<file path="src/rtl/qsfp_xcvr_reset_pkg.sv">
//==============================================================================
// Package : qsfp_xcvr_reset_pkg
// Brief   : State encodings and default constants for the QSFP H-tile reset
//           sequencer.
// Rev     : 1.0 - initial release
//==============================================================================
`default_nettype none

package qsfp_xcvr_reset_pkg;

    typedef enum logic [2:0] {
        TX_ARST  = 3'd0,
        TX_AWAIT = 3'd1,
        TX_DHOLD = 3'd2,
        TX_DWAIT = 3'd3,
        TX_READY = 3'd4
    } tx_state_t;

    typedef enum logic [2:0] {
        RX_ARST  = 3'd0,
        RX_AWAIT = 3'd1,
        RX_LOCK  = 3'd2,
        RX_DWAIT = 3'd3,
        RX_READY = 3'd4
    } rx_state_t;

    localparam int c_def_sync_stages     = 2;
    localparam int c_def_tx_dig_delay    = 64;
    localparam int c_def_rx_ltd_stable   = 1000;
    localparam int c_def_rx_lock_timeout = 1000000;
    localparam int c_def_cnt_w           = 20;

    // Synchronized inputs, LSB first: pll_locked, tx_cal_busy, rx_cal_busy,
    // tx_analogreset_stat, tx_digitalreset_stat, rx_analogreset_stat,
    // rx_digitalreset_stat, rx_is_lockedtodata.
    localparam int               c_num_sync = 8;
    localparam logic [7:0]       c_sync_rst = 8'b0111_1110;

endpackage

`default_nettype wire

</file>
<file path="src/rtl/qsfp_xcvr_bit_sync.sv">
//==============================================================================
// Module : qsfp_xcvr_bit_sync
// Brief  : SYNC_STAGES-deep single-bit synchronizer, async active-low reset to
//          RESET_VAL.
// Rev    : 1.0 - initial release
//==============================================================================
`default_nettype none

module qsfp_xcvr_bit_sync #(
    parameter int   SYNC_STAGES = 2,
    parameter logic RESET_VAL   = 1'b0
) (
    input  logic clk,
    input  logic reset_n,
    input  logic i_d,
    output logic o_q
);

    logic [SYNC_STAGES-1:0] r_chain;

    always_ff @(posedge clk or negedge reset_n) begin
        if (!reset_n) begin
            r_chain <= {SYNC_STAGES{RESET_VAL}};
        end else begin
            r_chain <= {r_chain[SYNC_STAGES-2:0], i_d};
        end
    end

    assign o_q = r_chain[SYNC_STAGES-1];

endmodule

`default_nettype wire

</file>
<file path="src/rtl/qsfp_xcvr_reset_seq.sv">
//==============================================================================
// Module : qsfp_xcvr_reset_seq
// Brief  : TX/RX reset sequencer for the S10 H-tile native PHY channel.
//          Optional: QSFP_RST_SEQ_RX_LOL_RECOVER_EN re-enters RX_LOCK on loss
//          of lock in RX_DWAIT/RX_READY.
// Rev    : 1.0 - initial release
//==============================================================================
`default_nettype none

module qsfp_xcvr_reset_seq
    import qsfp_xcvr_reset_pkg::*;
#(
    parameter int SYNC_STAGES     = c_def_sync_stages,
    parameter int TX_DIG_DELAY    = c_def_tx_dig_delay,
    parameter int RX_LTD_STABLE   = c_def_rx_ltd_stable,
    parameter int RX_LOCK_TIMEOUT = c_def_rx_lock_timeout,
    parameter int CNT_W           = c_def_cnt_w
) (
    input  logic clk,
    input  logic reset_n,
    input  logic sw_reset,
    input  logic pll_locked,
    input  logic tx_cal_busy,
    input  logic rx_cal_busy,
    input  logic tx_analogreset_stat,
    input  logic tx_digitalreset_stat,
    input  logic rx_analogreset_stat,
    input  logic rx_digitalreset_stat,
    input  logic rx_is_lockedtodata,
    output logic tx_analogreset,
    output logic tx_digitalreset,
    output logic rx_analogreset,
    output logic rx_digitalreset,
    output logic tx_ready,
    output logic rx_ready
);

    localparam logic [CNT_W-1:0] c_tx_last  = CNT_W'(TX_DIG_DELAY - 1);
    localparam logic [CNT_W-1:0] c_stb_last = CNT_W'(RX_LTD_STABLE - 1);
    localparam logic [CNT_W-1:0] c_tmo_last = CNT_W'(RX_LOCK_TIMEOUT - 1);
    localparam logic [CNT_W-1:0] c_one      = CNT_W'(1);

    logic [c_num_sync-1:0] w_async_in;
    logic [c_num_sync-1:0] w_sync;

    assign w_async_in = {rx_is_lockedtodata, rx_digitalreset_stat,
                         rx_analogreset_stat, tx_digitalreset_stat,
                         tx_analogreset_stat, rx_cal_busy, tx_cal_busy,
                         pll_locked};

    generate
        for (genvar i = 0; i < c_num_sync; i++) begin : g_sync
            qsfp_xcvr_bit_sync #(
                .SYNC_STAGES (SYNC_STAGES),
                .RESET_VAL   (c_sync_rst[i])
            ) u_sync (
                .clk     (clk),
                .reset_n (reset_n),
                .i_d     (w_async_in[i]),
                .o_q     (w_sync[i])
            );
        end
    endgenerate

    logic w_pll_locked, w_tx_cal_busy, w_rx_cal_busy;
    logic w_tx_arst_stat, w_tx_drst_stat, w_rx_arst_stat, w_rx_drst_stat;
    logic w_ltd;

    assign {w_ltd, w_rx_drst_stat, w_rx_arst_stat, w_tx_drst_stat,
            w_tx_arst_stat, w_rx_cal_busy, w_tx_cal_busy, w_pll_locked} = w_sync;

    tx_state_t        r_tx_state;
    logic [CNT_W-1:0] r_tx_cnt;
    logic             r_tx_arst, r_tx_drst, r_tx_ready;

    always_ff @(posedge clk or negedge reset_n) begin
        if (!reset_n) begin
            r_tx_state <= TX_ARST;
            r_tx_cnt   <= '0;
            r_tx_arst  <= 1'b1;
            r_tx_drst  <= 1'b1;
            r_tx_ready <= 1'b0;
        end else if (sw_reset || (r_tx_state != TX_ARST && !w_pll_locked)) begin
            r_tx_state <= TX_ARST;
            r_tx_cnt   <= '0;
            r_tx_arst  <= 1'b1;
            r_tx_drst  <= 1'b1;
            r_tx_ready <= 1'b0;
        end else begin
            case (r_tx_state)
                TX_ARST: begin
                    if (w_tx_arst_stat && w_pll_locked && !w_tx_cal_busy) begin
                        r_tx_state <= TX_AWAIT;
                        r_tx_arst  <= 1'b0;
                        r_tx_cnt   <= '0;
                    end
                end
                TX_AWAIT: begin
                    if (!w_tx_arst_stat) begin
                        r_tx_state <= TX_DHOLD;
                        r_tx_cnt   <= '0;
                    end
                end
                TX_DHOLD: begin
                    if (r_tx_cnt == c_tx_last) begin
                        r_tx_state <= TX_DWAIT;
                        r_tx_drst  <= 1'b0;
                    end else begin
                        r_tx_cnt <= r_tx_cnt + c_one;
                    end
                end
                TX_DWAIT: begin
                    if (!w_tx_drst_stat) begin
                        r_tx_state <= TX_READY;
                        r_tx_ready <= 1'b1;
                    end
                end
                default: ;
            endcase
        end
    end

    rx_state_t        r_rx_state;
    logic [CNT_W-1:0] r_rx_stb, r_rx_tmo;
    logic             r_rx_arst, r_rx_drst, r_rx_ready;

    always_ff @(posedge clk or negedge reset_n) begin
        if (!reset_n) begin
            r_rx_state <= RX_ARST;
            r_rx_stb   <= '0;
            r_rx_tmo   <= '0;
            r_rx_arst  <= 1'b1;
            r_rx_drst  <= 1'b1;
            r_rx_ready <= 1'b0;
        end else if (sw_reset) begin
            r_rx_state <= RX_ARST;
            r_rx_stb   <= '0;
            r_rx_tmo   <= '0;
            r_rx_arst  <= 1'b1;
            r_rx_drst  <= 1'b1;
            r_rx_ready <= 1'b0;
        end else begin
            case (r_rx_state)
                RX_ARST: begin
                    if (w_rx_arst_stat && !w_rx_cal_busy) begin
                        r_rx_state <= RX_AWAIT;
                        r_rx_arst  <= 1'b0;
                    end
                end
                RX_AWAIT: begin
                    if (!w_rx_arst_stat) begin
                        r_rx_state <= RX_LOCK;
                        r_rx_stb   <= '0;
                        r_rx_tmo   <= '0;
                    end
                end
                RX_LOCK: begin
                    // Stability is tested first so it wins a same-cycle tie.
                    if (w_ltd && r_rx_stb == c_stb_last) begin
                        r_rx_state <= RX_DWAIT;
                        r_rx_drst  <= 1'b0;
                    end else if (r_rx_tmo == c_tmo_last) begin
                        r_rx_state <= RX_ARST;
                        r_rx_arst  <= 1'b1;
                        r_rx_stb   <= '0;
                        r_rx_tmo   <= '0;
                    end else begin
                        r_rx_stb <= w_ltd ? r_rx_stb + c_one : '0;
                        r_rx_tmo <= r_rx_tmo + c_one;
                    end
                end
                RX_DWAIT: begin
`ifdef QSFP_RST_SEQ_RX_LOL_RECOVER_EN
                    if (!w_ltd) begin
                        r_rx_state <= RX_LOCK;
                        r_rx_drst  <= 1'b1;
                        r_rx_ready <= 1'b0;
                        r_rx_stb   <= '0;
                        r_rx_tmo   <= '0;
                    end else
`endif
                    if (!w_rx_drst_stat) begin
                        r_rx_state <= RX_READY;
                        r_rx_ready <= 1'b1;
                    end
                end
                RX_READY: begin
`ifdef QSFP_RST_SEQ_RX_LOL_RECOVER_EN
                    if (!w_ltd) begin
                        r_rx_state <= RX_LOCK;
                        r_rx_drst  <= 1'b1;
                        r_rx_ready <= 1'b0;
                        r_rx_stb   <= '0;
                        r_rx_tmo   <= '0;
                    end
`endif
                end
                default: ;
            endcase
        end
    end

    assign tx_analogreset  = r_tx_arst;
    assign tx_digitalreset = r_tx_drst;
    assign tx_ready        = r_tx_ready;
    assign rx_analogreset  = r_rx_arst;
    assign rx_digitalreset = r_rx_drst;
    assign rx_ready        = r_rx_ready;

endmodule

`default_nettype wire

</file>
<file path="config.mk">
export PLATFORM = sky130hd
export DESIGN_NAME = qsfp_xcvr_reset_seq
export DESIGN_NICKNAME = d
export VERILOG_FILES = /design/src/rtl/qsfp_xcvr_reset_pkg.sv /design/src/rtl/qsfp_xcvr_bit_sync.sv /design/src/rtl/qsfp_xcvr_reset_seq.sv
export SDC_FILE = /design/constraint.sdc
export NUM_CORES = 1
export LEC_CHECK = 0
export BUFFER_PORTS_ARGS = -buffer_cell sky130_fd_sc_hd__buf_2
export CORE_MARGIN = 2
export CORE_UTILIZATION = 30
export CTS_BUF_LIST = sky130_fd_sc_hd__clkbuf_16
export CTS_CLUSTER_SIZE = 25
export DETAILED_ROUTE_END_ITERATION = 8
export SYNTH_ARGS = -nofsm -noshare
export SYNTH_HDL_FRONTEND = slang
export SYNTH_SLANG_ARGS = --single-unit
</file>
<file path="constraint.sdc">
create_clock -name clk -period 2.9 [get_ports clk]
set_input_delay 0.58 -clock clk [delete_from_list [all_inputs] [get_ports clk]]
set_output_delay 0.58 -clock clk [all_outputs]
set_load 0.05 [all_outputs]
</file>
# --- Word level (Yosys, flattened, before mapping) ---
# Index checks and enable logic that the tools add are counted.
totals:
  regBits: 88
  word_cells: 127
op_classes:
  add_sub_neg: 3
  eq_ne: 22
  n_mux: 48
  reduce_logical: 35
op_table:
  columns: ["cell", "count"]
  rows:
  - ["$mux 20", 12]
  - ["$pmux 20 s2", 2]
  - ["$add 20x1->20 const B", 3]
  - ["$pmux 20 s3", 1]
  - ["$mux 3", 11]
  - ["$ne 3x3->1 const B", 10]
  - ["$pmux 3 s4", 2]
  - ["$eq 20x10->1 const B", 1]
  - ["$eq 20x20->1 const B", 1]
  - ["$eq 20x6->1 const B", 1]
  - ["$mux 1", 19]
  - ["$reduce_bool 2->1", 8]
  - ["$eq 3x2->1 const B", 4]
  - ["$reduce_and 2->1", 5]
  - ["$reduce_and 5->1", 2]
  - ["$reduce_bool 5->1", 2]
  - ["$reduce_bool 3->1", 3]
  - ["$reduce_and 4->1", 2]
  - ["$eq 3x1->1 const B", 2]
  - ["$logic_not 3->1", 2]
  - ["$logic_and 1x1->1", 5]
  - ["$ne 2x2->1 const B", 2]
  - ["$ne 4x4->1 const B", 1]
  - ["$reduce_bool 4->1", 1]
  - ["4 further kinds", 6]

# --- Logic depth before layout (Yosys ltp) ---
logic_depth:
  ltp_word: 6
  ltp_mapped: 8
  mapped_depth_nobuf: 6

# --- Hierarchy ---
# Synthesis repeated with hierarchy kept, for this count alone.
hier_totals:
  cells_unflattened: 481
  area_unflattened_um2: 4445.5
by_module_without_submodules:
  columns: ["mod", "instances", "cells_each", "area_per_inst_um2", "seq_area_each_um2"]
  rows:
  - ["qsfp_xcvr_reset_seq", 1, 465, 4030.1, 1806.7]
  - ["qsfp_xcvr_bit_sync at g_sync[1].u_sync ...", 6, 2, 52.6, 52.6]
  - ["qsfp_xcvr_bit_sync at g_sync[0].u_sync ...", 2, 2, 50.0, 50.0]

# --- Least setup slack after synthesis ---
# Ideal clock, no wire load.
synth_path:
  path_type: "flip-flop to flip-flop"
  start: "register r_rx_state[1]"
  end: "register r_rx_tmo[18]"
  t_arrival_ps: 2020
  t_required_ps: 2831
  setup_slack_ps: 811
  path_stages_with_launch: 8
  period_less_slack_ps: 2089
  cell_sequence: "dfrtp_1 > buf_6 > or3b_4 > and3_4 > a221o_1 > buf_2 > or4_1 > nand3_1"
synth_between:
  elab_chain_cells: 3
synth_lines:
  columns: ["item", "line_no", "source"]
  rows:
  - ["from (decl)", "qsfp_xcvr_reset_seq.sv:123", "rx_state_t r_rx_state;"]
  - ["from (signal assigned)", "qsfp_xcvr_reset_seq.sv:129", "r_rx_state <= RX_ARST;"]
  - ["from (signal assigned)", "qsfp_xcvr_reset_seq.sv:136", "r_rx_state <= RX_ARST;"]
  - ["from (signal assigned)", "qsfp_xcvr_reset_seq.sv:146", "r_rx_state <= RX_AWAIT;"]
  - ["$eq 3x2->1 or $eq 3x1->1 (tied branches)", "qsfp_xcvr_reset_seq.sv:143", "case (r_rx_state)"]
  - ["$ne 3x3->1 (no line) (tied with other cells)", null, null]
  - ["$reduce_and 3->1 (no line) or $mux 20 (tied branches)", null, null]
  - ["to (signal assigned)", "qsfp_xcvr_reset_seq.sv:169", "r_rx_tmo <= r_rx_tmo + c_one;"]
  - ["to (decl)", "qsfp_xcvr_reset_seq.sv:124", "logic [CNT_W-1:0] r_rx_stb, r_rx_tmo;"]
# Parallel ways exist; a longest one is shown, timed or not.
# A chain may end at the register's enable or synchronous reset.

# --- Worst setup path after layout ---
layout_path:
  start: "register r_rx_state[0]"
  end: "register r_rx_tmo[1]"
# Same word-level chain as after synthesis.

==> flow_summary_export.csv <==
group,metric,value,unit
route,route.vias.total,4034,
route,drt-initial-drc-count,359,
placed_design,place_hpwl,7.59,mm
yosys,synth.yosys.seq_area_share,48.1,%
sta,timing.setup.tns,0,ns
route,post_drt_wl_per_cell,15.8,um
yosys,mean_area_per_synthesized_cell,9.32,um2
setup_path,crit_path_start_kind,"flip-flop",
min_path,timing.hold.worst.class,"primary input to asynchronous set/reset pin",
power_and_ir_drop,ir_worst_vdd,0.000259,V
setup_path,critical_path.reg2reg.startpoint,"r_rx_state[0]$_DFFE_PN0P_",
sta,finalMaxSlewViolations,0,
cts,cts_root_buffer,"sky130_fd_sc_hd__clkbuf_16",
yosys,commonest_cells_post_synth,"sky130_fd_sc_hd__dfrtp_1 (72), sky130_fd_sc_hd__nand2_1 (39), sky130_fd_sc_hd__nor2_1 (35)",
setup_path,critPathLaunch,"r_rx_state[0]$_DFFE_PN0P_",
yosys,mapped_cell_area,0.00462,mm2
layout,area_used_by_multi_input_combinational_logic,0.00221,mm2
global_routing,number_of_global_route_vias_before_repair,3984,
route,route.antenna.remaining_nets,0,
status,run_status,"completed",
cts,buffers_from_clock_root_to_sink_at_most,2,
floorplan,top_level_ports,17,
yosys,synth_cell_type_count,57,
placed_design,gp_congestion,0.876,
setup_path,timing.setup.critical_path_class,"flip-flop to flip-flop",
route,detail_route.drc_violations,0,
yosys,async_reset_ff_share,100,%
cts,cts_hold_buf,0,
sta,final_period_minus_worst_setup_slack,2.50,ns
setup_path,cp_data_arrival_time,2.77,ns
sta,layout_worst_path_cycle_share,86.1,%
sta,unrepaired_setup_endpoints_after_global_routing,"false",
sta,worst_tran_pin_value,1.02,ns
placed_design,place_area,0.00495,mm2
cts,h-tree-depth,3,
yosys,synthesis.instances,496,
floorplan,floorplan.die.height,128,um
route,routed_wl,11.1,mm
setup_path,timing.critical_path.required,3.17,ns
cts,cts.reportedPaths.clkPinSlew,0.06,ns
yosys,ys_dominant_reg_cell,"sky130_fd_sc_hd__dfrtp_1",
yosys,yosysMostFrequentCell,"sky130_fd_sc_hd__dfrtp_1",
global_routing,grt_antenna_before_repair,0,
sta,timing.clock.skew,0.0125,ns
global_routing,grt_first_pass_wirelength,19.3,mm
sta,max_freq,401,MHz
cts,clock_tree_from_tritoncts,"done",
setup_path,highest_fanout_seen_on_the_critical_path,13,
floorplan,die_w,128,um
floorplan,core_area,0.0151,mm2
floorplan,dieArea,0.0164,mm2
cts,ctsResizeCount,0,
route,drt_first_pass_iters,5,
power_and_ir_drop,finalPower,2.80,mW
layout,regArea,0.00222,mm2
placed_design,placement.io_buffers,16,
layout,drive_gt1_share,14.3,%
global_routing,grt_start_max_net_pins,40,
power_and_ir_drop,powerDensity,534,mW/mm2
floorplan,initial_utilization,30.5,%
power_and_ir_drop,total_leakage_power,2.15,nW
yosys,synthesis.nets,510,
floorplan,num_rows,45,
yosys,yosys_warnings,0,
cts,clock_sinks,88,
cts,post-cts-setup-buffer-count,0,
yosys,synth_largest_type_area_fraction,39.0,%
layout,fillCellCount,1521,
cts,cts-buffers-inserted,9,
yosys,netlist.top_cell.by_area,"sky130_fd_sc_hd__dfrtp_1",
yosys,synth.ff_latch_count,88,
setup_path,worstSetupEndpointType,"flip-flop",
yosys,synth_edf_count,0,
yosys,ys_top_cells_by_area,"sky130_fd_sc_hd__dfrtp_1 (39%), sky130_fd_sc_hd__dfstp_2 (9.1%), sky130_fd_sc_hd__a22o_1 (4.0%), sky130_fd_sc_hd__nand3_1 (3.6%), sky130_fd_sc_hd__o21ai_0 (3.4%)",
layout,n_antenna_cell,0,
layout,final_nets,527,
sta,finalHoldViolations,0,
cts,clk_latency,0.34,ns
sta,report.final.setup_viol,0,
route,vias_per_cell,5.71,
run,timing.max_cap.violations,0,
layout,stdcell_area,0.00524,mm2
layout,synthToLayoutAreaGrowth,13.4,%
global_routing,grt_overflow,0,
global_routing,all_layer_global_routing_usage,14.3,%
sta,relSlewSlack,31.7,%
## logic make-up (layout without fill, tap and decap cells)
group	after synthesis	after routing	share of synthesized area, %
AO/OA/AOI/OAI	140	140	21.0
adder cells (fa/ha/maj)	3	3	0.812
buffers and inverters	44	66	4.09
flip-flops	88	88	48.1
multiplexers	2	2	0.487
AND/OR/NAND/NOR	219	219	25.5
## registers in the layout (all words and copies together) (netlist names)
signal and cells:
r_rx_state 3, rx_analogreset 1, rx_digitalreset 1, r_tx_state 3, r_tx_cnt 20, rx_ready 1
tx_analogreset 1, r_rx_stb 20, tx_digitalreset 1, tx_ready 1, g_sync.u_sync.r_chain 16, r_rx_tmo 20
## per-stage QoR
| stage | instances | hold slack [ns] | worst slack (ns) | utilization (%) |
|---|---|---|---|---|
| 2_1_floorplan | 496 | 0.284 | 0.811 | - |
| 3_3_place_gp | 690 | 0.335 | 0.474 | 32.7 |
| 3_5_place_dp | 690 | 0.340 | 0.331 | 32.7 |
| 4_1_cts | 706 | 0.242 | 0.415 | 34.6 |
| 5_1_grt | 706 | 0.253 | 0.211 | 34.6 |
| 6_report | 706 | 0.220 | 0.404 | 34.6 |
## routing by layer
layer / vias up / part of all wire (%) / GRT usage, %
li1: 1924 / - / -
met1: 2013 / 47 / 18.8
met2: 80 / 48 / 23.9
met3: 17 / 3.3 / 3.17
met4: 0 / 1.3 / 4.14
met5: - / 0 / 0
## power by group
group	switching (mW)	internal (mW)	total, mW
logic	0.217	0.114	0.330
clock network	0.482	0.661	1.14
registers	0.0506	1.28	1.33
## critical path, stage by stage (launching register included)
cell	delay (ns)
sky130_fd_sc_hd__dfrtp_1	0.52
sky130_fd_sc_hd__or3b_4	0.44
sky130_fd_sc_hd__and3_4	0.19
sky130_fd_sc_hd__a221o_1	0.30
sky130_fd_sc_hd__nor2_1	0.74
sky130_fd_sc_hd__a22o_1	0.24
## path summary, 6_finish.rpt
kind / end / slack (ns) / depth (start not counted)
worst max-delay path: r_rx_tmo[1]$_DFFE_PN0P_ / 0.40 / 5
worst min-delay path: r_rx_stb[8]$_DFFE_PN0P_ / 0.22 / 1
worst max register to register: r_rx_tmo[1]$_DFFE_PN0P_ / 0.40 / 5
worst min register to register: g_sync[7].u_sync.r_chain[1]$_DFF_PN0_ / 0.35 / 0
max in group asynchronous: r_rx_stb[5]$_DFFE_PN0P_ / 2.02 / 2
min in group clk: g_sync[2].u_sync.r_chain[0]$_DFF_PN1_ / 0.34 / 1
## cell usage in the layout (no fill, tap or decap), drive strengths merged, types with 4 or more instances in the layout
cell type / count
nand2: 39
nor3: 21
dfstp: 16
or4: 8
a41oi: 4
dfrtp: 72
or3: 6
nor4: 19
o22ai: 5
nand3: 33
and3: 15
nor2b: 10
o21a: 6
nor2: 35
and4: 4
clkbuf: 9
or2: 4
inv: 20
a22o: 21
a211o: 6
o21ai: 31
a21oi: 23
buf: 32
a31oi: 11
o2bb2ai: 4
nand4: 11
## area by class of cell
type                       count  share of cell area (%)
sequential                    88                    42.4
multi-input combinational    364                    42.2
tap                          188                    4.49
clock buffer                   9                    4.30
timing repair buffer          32                    4.11
inverter                      18                    1.29
clock inverter                 7                    1.27
Power figures use the tool's default switching activity.
